--- src/rtl/iob_wishbone_master_if.sv ---
// Wishbone B4 pipelined bus bundle between the IOb bridge (master) and its peripherals (slave).
interface iob_wishbone_master_if #(
  parameter int ADDR_W = 32,
  parameter int DATA_W = 32
);
  localparam int WADR_W = ADDR_W - $clog2(DATA_W / 8);

  logic [WADR_W-1:0]   wb_adr_o;
  logic [DATA_W-1:0]   wb_dat_o;
  logic [DATA_W/8-1:0] wb_sel_o;
  logic                wb_we_o;
  logic                wb_cyc_o;
  logic                wb_stb_o;
  logic [DATA_W-1:0]   wb_dat_i;
  logic                wb_ack_i;
  logic                wb_err_i;
  logic                wb_stall_i;

  modport master (
    output wb_adr_o, wb_dat_o, wb_sel_o, wb_we_o, wb_cyc_o, wb_stb_o,
    input  wb_dat_i, wb_ack_i, wb_err_i, wb_stall_i
  );

  modport slave (
    input  wb_adr_o, wb_dat_o, wb_sel_o, wb_we_o, wb_cyc_o, wb_stb_o,
    output wb_dat_i, wb_ack_i, wb_err_i, wb_stall_i
  );
endinterface

--- src/rtl/iob_wishbone_master.sv ---
// IOb native bus to Wishbone B4 pipelined master: small request FIFO, one transfer
// in flight, per-transfer timeout and sticky error reporting. All outputs registered.
module iob_wishbone_master #(
  parameter int ADDR_W    = 32,
  parameter int DATA_W    = 32,
  parameter int REQ_DEPTH = 2,
  parameter int TIMEOUT_W = 8
) (
  input  logic                clk_i,
  input  logic                arst_n_i,
  input  logic                valid_i,
  input  logic [ADDR_W-1:0]   address_i,
  input  logic [DATA_W-1:0]   wdata_i,
  input  logic [DATA_W/8-1:0] wstrb_i,
  output logic                req_ready_o,
  output logic [DATA_W-1:0]   rdata_o,
  output logic                ready_o,
  output logic                err_o,
  output logic                err_sticky_o,
  input  logic                clr_err_i,
  iob_wishbone_master_if.master wb
);
  localparam int STRB_W = DATA_W / 8;
  localparam int OFF_W  = $clog2(STRB_W);
  localparam int WADR_W = ADDR_W - OFF_W;
  localparam int ENT_W  = WADR_W + DATA_W + STRB_W;
  localparam int PTR_W  = (REQ_DEPTH > 1) ? $clog2(REQ_DEPTH) : 1;
  localparam int CNT_W  = $clog2(REQ_DEPTH + 1);
  localparam logic [PTR_W-1:0]     PTR_LAST = PTR_W'(REQ_DEPTH - 1);
  localparam logic [CNT_W-1:0]     DEPTH_C  = CNT_W'(REQ_DEPTH);
  // Timeout fires one cycle before the counter would reach all-ones.
  localparam logic [TIMEOUT_W-1:0] TMO_LAST = ~TIMEOUT_W'(1);

  typedef enum logic [1:0] {IDLE = 2'd0, REQ = 2'd1, WAIT = 2'd2, RESP = 2'd3} state_t;

  state_t              state_r, state_nxt_s;
  logic [ENT_W-1:0]    mem_r [REQ_DEPTH];
  logic [PTR_W-1:0]    wr_ptr_r, rd_ptr_r;
  logic [CNT_W-1:0]    count_r, count_nxt_s;
  logic [TIMEOUT_W-1:0] tmo_cnt_r;
  logic                push_s, pop_s, drop_s, tmo_s, resp_err_s, rd_ack_s;
  logic [ENT_W-1:0]    head_s;
  logic [WADR_W-1:0]   head_adr_s;
  logic [DATA_W-1:0]   head_dat_s;
  logic [STRB_W-1:0]   head_strb_s;
  logic                req_ready_r, ready_r, err_r, err_sticky_r;
  logic [DATA_W-1:0]   rdata_r, wb_dat_r;
  logic [WADR_W-1:0]   wb_adr_r;
  logic [STRB_W-1:0]   wb_sel_r;
  logic                wb_we_r, wb_cyc_r, wb_stb_r;

  function automatic logic [PTR_W-1:0] ptr_inc(input logic [PTR_W-1:0] p);
    if (p == PTR_LAST) return PTR_W'(0);
    else return p + PTR_W'(1);
  endfunction

  generate
    if (OFF_W > 0) begin : g_byte_off
      logic unused_addr_s;
      assign unused_addr_s = ^address_i[OFF_W-1:0];
    end
  endgenerate

  assign push_s = valid_i & req_ready_r;
  assign drop_s = valid_i & ~req_ready_r;
  // An empty FIFO forwards the incoming request so IDLE can launch it immediately.
  assign head_s = (count_r == CNT_W'(0)) ? {address_i[ADDR_W-1:OFF_W], wdata_i, wstrb_i}
                                         : mem_r[rd_ptr_r];
  assign {head_adr_s, head_dat_s, head_strb_s} = head_s;
  assign pop_s  = (state_r == IDLE) && ((count_r != CNT_W'(0)) || push_s);
  assign tmo_s  = (tmo_cnt_r == TMO_LAST);

  assign req_ready_o  = req_ready_r;
  assign rdata_o      = rdata_r;
  assign ready_o      = ready_r;
  assign err_o        = err_r;
  assign err_sticky_o = err_sticky_r;
  assign wb.wb_adr_o  = wb_adr_r;
  assign wb.wb_dat_o  = wb_dat_r;
  assign wb.wb_sel_o  = wb_sel_r;
  assign wb.wb_we_o   = wb_we_r;
  assign wb.wb_cyc_o  = wb_cyc_r;
  assign wb.wb_stb_o  = wb_stb_r;

  // FIFO occupancy after this cycle's push/pop
  always_comb begin
    count_nxt_s = count_r;
    case ({push_s, pop_s})
      2'b10:   count_nxt_s = count_r + CNT_W'(1);
      2'b01:   count_nxt_s = count_r - CNT_W'(1);
      default: count_nxt_s = count_r;
    endcase
  end

  // Transfer sequencing; err beats ack, and a real response beats the timeout
  always_comb begin
    state_nxt_s = state_r;
    resp_err_s  = 1'b0;
    rd_ack_s    = 1'b0;
    case (state_r)
      IDLE: begin
        if (pop_s) state_nxt_s = REQ;
        else       state_nxt_s = IDLE;
      end
      REQ: begin
        if (!wb.wb_stall_i && (wb.wb_ack_i || wb.wb_err_i)) begin
          state_nxt_s = RESP;
          resp_err_s  = wb.wb_err_i;
          rd_ack_s    = wb.wb_ack_i & ~wb.wb_err_i & ~wb_we_r;
        end else if (tmo_s) begin
          state_nxt_s = RESP;
          resp_err_s  = 1'b1;
        end else if (!wb.wb_stall_i) begin
          state_nxt_s = WAIT;
        end else begin
          state_nxt_s = REQ;
        end
      end
      WAIT: begin
        if (wb.wb_ack_i || wb.wb_err_i) begin
          state_nxt_s = RESP;
          resp_err_s  = wb.wb_err_i;
          rd_ack_s    = wb.wb_ack_i & ~wb.wb_err_i & ~wb_we_r;
        end else if (tmo_s) begin
          state_nxt_s = RESP;
          resp_err_s  = 1'b1;
        end else begin
          state_nxt_s = WAIT;
        end
      end
      RESP:    state_nxt_s = IDLE;
      default: state_nxt_s = IDLE;
    endcase
  end

  // FSM state register
  always_ff @(posedge clk_i or negedge arst_n_i) begin
    if (!arst_n_i) state_r <= IDLE;
    else           state_r <= state_nxt_s;
  end

  // FIFO storage
  always_ff @(posedge clk_i) begin
    if (push_s) mem_r[wr_ptr_r] <= {address_i[ADDR_W-1:OFF_W], wdata_i, wstrb_i};
  end

  // FIFO pointers, occupancy and registered not-full flag
  always_ff @(posedge clk_i or negedge arst_n_i) begin
    if (!arst_n_i) begin
      wr_ptr_r    <= PTR_W'(0);
      rd_ptr_r    <= PTR_W'(0);
      count_r     <= CNT_W'(0);
      req_ready_r <= 1'b1;
    end else begin
      if (push_s) wr_ptr_r <= ptr_inc(wr_ptr_r);
      if (pop_s)  rd_ptr_r <= ptr_inc(rd_ptr_r);
      count_r     <= count_nxt_s;
      req_ready_r <= (count_nxt_s != DEPTH_C);
    end
  end

  // Per-transfer timeout counter
  always_ff @(posedge clk_i or negedge arst_n_i) begin
    if (!arst_n_i)                             tmo_cnt_r <= TIMEOUT_W'(0);
    else if (pop_s)                            tmo_cnt_r <= TIMEOUT_W'(0);
    else if (state_r == REQ || state_r == WAIT) tmo_cnt_r <= tmo_cnt_r + TIMEOUT_W'(1);
  end

  // Wishbone request registers and IOb response registers
  always_ff @(posedge clk_i or negedge arst_n_i) begin
    if (!arst_n_i) begin
      wb_adr_r <= WADR_W'(0);
      wb_dat_r <= DATA_W'(0);
      wb_sel_r <= STRB_W'(0);
      wb_we_r  <= 1'b0;
      wb_cyc_r <= 1'b0;
      wb_stb_r <= 1'b0;
      ready_r  <= 1'b0;
      err_r    <= 1'b0;
      rdata_r  <= DATA_W'(0);
    end else begin
      wb_cyc_r <= (state_nxt_s == REQ) || (state_nxt_s == WAIT);
      wb_stb_r <= (state_nxt_s == REQ);
      ready_r  <= (state_nxt_s == RESP);
      err_r    <= (state_nxt_s == RESP) && resp_err_s;
      if (pop_s) begin
        wb_adr_r <= head_adr_s;
        wb_dat_r <= head_dat_s;
        wb_we_r  <= (head_strb_s != STRB_W'(0));
        wb_sel_r <= (head_strb_s != STRB_W'(0)) ? head_strb_s : {STRB_W{1'b1}};
      end
      if (state_nxt_s == RESP) rdata_r <= rd_ack_s ? wb.wb_dat_i : DATA_W'(0);
    end
  end

  // Sticky error: a new error or dropped request outranks a clear
  always_ff @(posedge clk_i or negedge arst_n_i) begin
    if (!arst_n_i)                                        err_sticky_r <= 1'b0;
    else if (drop_s || (state_nxt_s == RESP && resp_err_s)) err_sticky_r <= 1'b1;
    else if (clr_err_i)                                   err_sticky_r <= 1'b0;
  end
endmodule

--- src/flat_wrapper.sv ---
// flat-port wrapper written by rule: the top's interface ports become plain ports
module iob_wishbone_master_flat 
#(
  parameter int ADDR_W    = 32,
  parameter int DATA_W    = 32,
  parameter int REQ_DEPTH = 2,
  parameter int TIMEOUT_W = 8
)
  (clk_i, arst_n_i, valid_i, address_i, wdata_i, wstrb_i, req_ready_o, rdata_o, ready_o, err_o, err_sticky_o, clr_err_i, wb_wb_adr_o, wb_wb_dat_o, wb_wb_sel_o, wb_wb_we_o, wb_wb_cyc_o, wb_wb_stb_o, wb_wb_dat_i, wb_wb_ack_i, wb_wb_err_i, wb_wb_stall_i);
  iob_wishbone_master_if #(.ADDR_W(ADDR_W), .DATA_W(DATA_W)) wb_i ();
  input  logic clk_i;
  input  logic arst_n_i;
  input  logic valid_i;
  input  logic [ADDR_W-1:0] address_i;
  input  logic [DATA_W-1:0] wdata_i;
  input  logic [DATA_W/8-1:0] wstrb_i;
  output logic req_ready_o;
  output logic [DATA_W-1:0] rdata_o;
  output logic ready_o;
  output logic err_o;
  output logic err_sticky_o;
  input  logic clr_err_i;
  output wire logic [$bits(wb_i.wb_adr_o)-1:0] wb_wb_adr_o;
  output wire logic [$bits(wb_i.wb_dat_o)-1:0] wb_wb_dat_o;
  output wire logic [$bits(wb_i.wb_sel_o)-1:0] wb_wb_sel_o;
  output wire logic [$bits(wb_i.wb_we_o)-1:0] wb_wb_we_o;
  output wire logic [$bits(wb_i.wb_cyc_o)-1:0] wb_wb_cyc_o;
  output wire logic [$bits(wb_i.wb_stb_o)-1:0] wb_wb_stb_o;
  input wire logic [$bits(wb_i.wb_dat_i)-1:0] wb_wb_dat_i;
  input wire logic [$bits(wb_i.wb_ack_i)-1:0] wb_wb_ack_i;
  input wire logic [$bits(wb_i.wb_err_i)-1:0] wb_wb_err_i;
  input wire logic [$bits(wb_i.wb_stall_i)-1:0] wb_wb_stall_i;
  assign wb_wb_adr_o = wb_i.wb_adr_o;
  assign wb_wb_dat_o = wb_i.wb_dat_o;
  assign wb_wb_sel_o = wb_i.wb_sel_o;
  assign wb_wb_we_o = wb_i.wb_we_o;
  assign wb_wb_cyc_o = wb_i.wb_cyc_o;
  assign wb_wb_stb_o = wb_i.wb_stb_o;
  assign wb_i.wb_dat_i = wb_wb_dat_i;
  assign wb_i.wb_ack_i = wb_wb_ack_i;
  assign wb_i.wb_err_i = wb_wb_err_i;
  assign wb_i.wb_stall_i = wb_wb_stall_i;
  iob_wishbone_master #(.ADDR_W(ADDR_W), .DATA_W(DATA_W), .REQ_DEPTH(REQ_DEPTH), .TIMEOUT_W(TIMEOUT_W)) u_core (.clk_i(clk_i), .arst_n_i(arst_n_i), .valid_i(valid_i), .address_i(address_i), .wdata_i(wdata_i), .wstrb_i(wstrb_i), .req_ready_o(req_ready_o), .rdata_o(rdata_o), .ready_o(ready_o), .err_o(err_o), .err_sticky_o(err_sticky_o), .clr_err_i(clr_err_i), .wb(wb_i));
endmodule
--- config.mk ---
export PLATFORM = sky130hd
export DESIGN_NAME = iob_wishbone_master_flat
export DESIGN_NICKNAME = d
export VERILOG_FILES = /design/src/rtl/iob_wishbone_master_if.sv /design/src/rtl/iob_wishbone_master.sv /design/src/flat_wrapper.sv
export SDC_FILE = /design/constraint.sdc
export NUM_CORES = 1
export LEC_CHECK = 0
export BUFFER_PORTS_ARGS = -buffer_cell sky130_fd_sc_hd__buf_2
export CORE_MARGIN = 2
export CORE_UTILIZATION = 49
export CTS_CLUSTER_DIAMETER = 100
export DETAILED_ROUTE_END_ITERATION = 7
export GPL_TIMING_DRIVEN = 0
export PLACE_DENSITY_LB_ADDON = 0.1
export SETUP_SLACK_MARGIN = 0.1
export SLEW_MARGIN = 30
export SYNTH_ARGS = -nofsm -noshare
export SYNTH_HDL_FRONTEND = slang
export SYNTH_SLANG_ARGS = --single-unit
--- constraint.sdc ---
create_clock -name clk_i -period 4.14 [get_ports clk_i]
set_input_delay 0.621 -clock clk_i [delete_from_list [all_inputs] [get_ports clk_i]]
set_output_delay 0.621 -clock clk_i [all_outputs]
set_load 0.1 [all_outputs]
== After elaboration in Yosys (flattened, before gate mapping) ==
Memory sizes are Yosys's and may differ from the RTL's.
Index checks and enable logic that the tools add are counted.
W data, S select, Z words.

* Bitwise operators: 7
* $mul: 0
* Equality and inequality tests: 10
* Reduce and logical (&&, ||, !) cells: 15
* Div/mod/pow operators: 0
* Add/sub/neg operators: 5
* Magnitude comparators: 0
* Multiplexer cells: 26
* Shift-type cells: 0

{| class="wikitable"
|+ Operators by type and width
! operator !! number
|-
| $mux W66 || 1
|-
| $mux W32 || 1
|-
| $mux W8 || 2
|-
| $mux W1 || 13
|-
| $eq A2 B2 Y1 const B || 5
|-
| $add A8 B1 Y8 const B || 1
|-
| $eq A8 B8 Y1 const B || 1
|-
| $mux W2 || 4
|-
| $pmux W2 S4 || 1
|-
| $eq A2 B1 Y1 const B || 3
|-
| $reduce_bool A2 Y1 || 3
|-
| $logic_or A1 B1 Y1 || 5
|-
| $and A1 B1 Y1 || 4
|-
| $logic_not A2 Y1 || 2
|-
| $mux W4 || 1
|-
| $pmux W1 S2 || 2
|-
| $pmux W2 S2 || 1
|-
| $reduce_bool A4 Y1 || 1
|-
| $logic_and A1 B1 Y1 || 3
|-
| $not A1 Y1 || 3
|-
| $add A1 B1 Y1 const B || 2
|-
| $add A2 B1 Y2 const B || 1
|-
| $ne A2 B2 Y1 const B || 1
|-
| $sub A2 B1 Y2 const B || 1
|-
| $logic_not A1 Y1 || 1
|}

* Bits in latches: 0
* Output and inout bits: 105
* Memory bits (read-only): 0
* Register bits: 119
* RAM bits: 132
* Bits of input ports: 107
* Memories kept: 1
* Word-level logic and storage cells: 80

{| class="wikitable"
|+ Memory list
! name !! words !! bits a word !! rd ports !! clocked after memory_dff !! write ports !! line !! source
|-
| u_core.mem_r || 2 || 66 || 1 || 0 || 1 || iob_wishbone_master.sv:37 || <nowiki>logic [ENT_W-1:0] mem_r [REQ_DEPTH];</nowiki>
|}

== Logic depth before layout (Yosys ltp) ==
* Depth after elaboration: 9
* Gate-level depth with buffers: 11
* Depth with buffers taken out: 10

== Worst setup path before layout ==
No wires, ideal clock.

* Kind: reg2reg
* Start: register u_core.req_ready_r, in the netlist u_core.req_ready_o
* End: memory u_core.mem_r[0][0] in the netlist's numbering (enable)
* Arrival time: 3.868 ns
* Path buffers: 0
* Library setup time: 0.491 ns
* Period minus slack after synthesis: 4.358 ns
* Required time: 3.649 ns
* Cell stages (with the launch flop): 3
* Slack: -0.218 ns
* Path through: dfstp_2 -> nand2_1 -> nor2_1

* Longest elaborated chain between the ends: 3

{| class="wikitable"
|+ RTL lines
! what !! line !! source
|-
| start, declared || iob_wishbone_master.sv:46 || <nowiki>logic req_ready_r, ready_r, err_r, err_sticky_r;</nowiki>
|-
| start signal, assigned || iob_wishbone_master.sv:158 || <nowiki>req_ready_r <= (count_nxt_s != DEPTH_C);</nowiki>
|-
| $and A1 B1 Y1 || iob_wishbone_master.sv:64 || <nowiki>assign push_s = valid_i & req_ready_r;</nowiki>
|-
| $mux W1 || iob_wishbone_master.sv:144 || <nowiki>if (push_s) mem_r[wr_ptr_r] <= {address_i[ADDR_W-1:OFF_W], wdata_i, wstrb_i};</nowiki>
|-
| $mux W1 (implied by the code) || iob_wishbone_master.sv:144 ||
|-
| end, declared || iob_wishbone_master.sv:37 ||
|}

No other way between the ends.

== Worst setup path in the final report ==
* Start: register u_core.req_ready_r, in the netlist u_core.req_ready_o
* End: register u_core.rdata_r[5], in the netlist u_core.rdata_o[5]

* Longest elaborated chain between the ends: 6

{| class="wikitable"
|+ RTL lines
! what !! line !! source
|-
| $and A1 B1 Y1 || iob_wishbone_master.sv:64 ||
|-
| $logic_or A1 B1 Y1 || iob_wishbone_master.sv:70 || <nowiki>assign pop_s = (state_r == IDLE) && ((count_r != CNT_W'(0)) || push_s);</nowiki>
|-
| $logic_and A1 B1 Y1 || iob_wishbone_master.sv:70 ||
|-
| $mux W1 || iob_wishbone_master.sv:102 || <nowiki>if (pop_s) state_nxt_s = REQ;</nowiki>
|-
| $pmux W2 S4 || iob_wishbone_master.sv:100 || <nowiki>case (state_r)</nowiki>
|-
| net u_core.state_nxt_s[0] || iob_wishbone_master.sv:36 || <nowiki>state_t state_r, state_nxt_s;</nowiki>
|-
| $eq A2 B2 Y1 || iob_wishbone_master.sv:192 || <nowiki>if (state_nxt_s == RESP) rdata_r <= rd_ack_s ? wb.wb_dat_i : DATA_W'(0);</nowiki>
|-
| end signal, assigned || iob_wishbone_master.sv:192 ||
|-
| end, declared || iob_wishbone_master.sv:47 || <nowiki>logic [DATA_W-1:0] rdata_r, wb_dat_r;</nowiki>
|}

The timed path passes the listed nets, and every way through them passes these cells.
A chain may end at the register's enable or synchronous reset.

==> flow_metrics.env <==
export IMPL_status="finished clean"
export IMPL_cts_setup_buffers=0
export IMPL_hold_violations=0
export IMPL_clock_sinks=251
export IMPL_yosysMostFrequentCell="edfxtp_1"
export IMPL_ys_seq_elements=251
export IMPL_start_util_pct=49.7
export IMPL_gp_congestion=0.765
export IMPL_crit_fanout=10
export IMPL_nNetsFinal=1152
export IMPL_async_reset_ff_share_pct=47.4
export IMPL_cp_start_kind="flop"
export IMPL_path_buf_inv=4
export IMPL_slowest_delay_ns=0.54
export IMPL_maxCapViolations=0
export IMPL_synth_cell_type_count=40
export IMPL_syn_nets=910
export IMPL_synthTopCellsByArea="edfxtp_1 40%, dfrtp_1 29%, mux2i_1 6.5%"
export IMPL_grt_pass1_wl_um=35200
export IMPL_dpl_instance_area_mm2=0.0116
export IMPL_syn_to_final_growth_pct=23.4
export IMPL_netlist_area_mm2=0.0100
export IMPL_ctsHtreeMaxLevel=1
export IMPL_seq_area_frac_synth_pct=69.3
export IMPL_fin_area_mm2=0.0124
export IMPL_cpLargestDelayFamily="buffers and inverters"
export IMPL_grt_pass1_vias=6687
export IMPL_wl_um=21900
export IMPL_pin_count=212
export IMPL_cp_cell_sequence="nand2_1, a21bo_2, buf_4, buf_2, o31ai_1, ha_1, clkbuf_1, clkbuf_1, nand2_1, o22ai_1"
export IMPL_grt_antenna_before_repair=3
export IMPL_die_h_um=147
export IMPL_rsz0062_at_grt="false"
export IMPL_yosysTopAreaCellShare_pct=39.6
export IMPL_drtPass1Iterations=4
export IMPL_ant_nets=0
export IMPL_grt_max_degree=67
export IMPL_worstSkewPairLatency_ns=0.52
export IMPL_cts_buffers=26
export IMPL_viasPerCell=5.07
export IMPL_worstSetupPathType="flop to flop"
export IMPL_cp_slowest_cell="dfstp_2"
export IMPL_synth_edf_count=132
export IMPL_synth_area_leader_cell="edfxtp_1"
export IMPL_end_kind="flop"
export IMPL_cts_tree="built"
export IMPL_postCtsHoldBufs=0
export IMPL_fin_skew_ns=0.0117
export IMPL_synth_commonest_cells="132 x edfxtp_1, 118 x dfrtp_1, 97 x nand2_1"
export IMPL_row_count=52
export IMPL_max_freq_mhz=337
export IMPL_slew_headroom_pct=64.3
export IMPL_vias=6727
export IMPL_cp_required_ns=4.57
export IMPL_syn_area_per_cell_um2=12.6
export IMPL_ys_flop_type="edfxtp_1"
export IMPL_nFillCells=1661
export IMPL_clock_path_buffers=3
export IMPL_grt_use_total_pct=20.3
export IMPL_drc_errors=0
export IMPL_clkTransAtPathRegs_ns=0.06
export IMPL_crit_arrival_ns=3.40
export IMPL_worst_slew_pin_slew_ns=0.521
export IMPL_synth_warnings=0
export IMPL_cts_resized_gates=0
export IMPL_fp_dieW_um=147
export IMPL_cts_root_buf="clkbuf_16"
export IMPL_period_share_pct=71.8
export IMPL_hpwl_um=14900
export IMPL_post_route_min_period_ns=2.97
export IMPL_synthCells=795
export IMPL_setup_viol=0
export IMPL_min_path_type="primary input to asynchronous set/reset pin"
export IMPL_overflow=0
export IMPL_drt_iter0_markers=284
export IMPL_io_buffers=209
export IMPL_coreArea_mm2=0.0202
export IMPL_drv_slew=0
export IMPL_tns_ns=0
export IMPL_fp_dieArea_mm2=0.0216
export IMPL_layout_drive_gt1_share_pct=28.1
export IMPL_avgRoutedWirePerCell_um=16.5
## cell families after synthesis
family                     Yosys count  share of synthesized area, %
DFF                                251                          69.3
and+or+nand+nor                    193                          7.64
AOI/OAI and AO/OA                  178                          9.68
buffers and inverters               85                          4.31
muxes                               70                          7.21
xor gates and xnor gates            10                         0.874
adders and majority gates            8                         0.999
## registers in the layout (all words and copies together) (netlist names), 2 cells and up
name,cells
u_core.mem_r,132
u_core.rdata_o,32
u_core.tmo_cnt_r,8
u_core.wb.wb_sel_o,4
u_core.count_r,2
u_core.wb.wb_dat_o,32
u_core.state_r,2
u_core.wb.wb_adr_o,30
## layout make-up
cell class	count	area, um^2	area share, %
sequential	251	6940	56.2
multi-input combinational	459	2660	21.5
timing repair buffer	214	1190	9.60
clock buffer	35	736	5.95
tap	270	338	2.73
buffer	47	289	2.34
inverter	38	143	1.15
clock inverter	13	65.1	0.526
antenna	1	2.50	0.0202
## routing by layer
layer	up-vias	wire, um	GRT usage, %
li1	3284	-	-
met1	3235	9370	27.2
met2	181	10600	33.8
met3	23	1730	6.12
met4	4	201	3.46
met5	-	24	0
## worst paths after layout
check,start,endpoint,slack (ns),cells after the start
setup / recovery,u_core.req_ready_o,u_core.rdata_o[5],1.17,10
hold / removal,arst_n_i,u_core.tmo_cnt_r[7],0.01,1
setup reg to reg,u_core.req_ready_o,u_core.rdata_o[5],1.17,10
hold reg to reg,u_core.wb.wb_dat_o[30],u_core.wb.wb_dat_o[30],0.47,2
max in group asynchronous,arst_n_i,u_core.wb.wb_adr_o[19],3.43,2
min in group clk_i,wdata_i[8],u_core.mem_r[0][12],0.30,1
## cells in the final DEF, fill, tap and decap left out, types with 2 or more instances in the layout
master / synthesis / routed
o21ai_0: 62 / 62
buf_16: 0 / 4
buf_4: 15 / 15
nand2b_1: 3 / 3
inv_1: 37 / 37
ha_1: 8 / 8
o21ai_1: 6 / 6
a21oi_1: 64 / 64
or3_1: 2 / 2
dfrtp_1: 118 / 118
clkbuf_1: 12 / 17
edfxtp_1: 132 / 132
clkbuf_8: 0 / 3
nand3_1: 6 / 6
o22ai_1: 32 / 32
clkbuf_16: 0 / 27
nand2_1: 97 / 97
clkinvlp_4: 0 / 3
xnor2_1: 5 / 5
clkinv_1: 0 / 6
buf_2: 15 / 223
mux2i_1: 65 / 65
clkinv_2: 0 / 4
nand4_1: 4 / 4
xor2_1: 5 / 5
a31oi_1: 4 / 4
mux2_2: 3 / 3
nor2_1: 77 / 76
buf_6: 5 / 5
## metrics by stage
| step | setup WS [ns] | utilization [%] | std cells | hold WS [ns] |
|---|---|---|---|---|
| finish | 1.17 | 61.3 | 1328 | 0.0144 |
| global route | 0.911 | 61.3 | 1328 | 0.0430 |
| CTS | 1.15 | 61.3 | 1327 | 0.0238 |
| floorplan | 0.885 | - | 795 | 0.325 |
| detailed placement | 0.993 | 57.3 | 1279 | 0.465 |
| global placement | 0.0402 | 56.6 | 1274 | 0.458 |
Power is left out: the tool's default activity adds up to more than one toggle a clock period on the data nets, which glitch-free logic cannot reach.
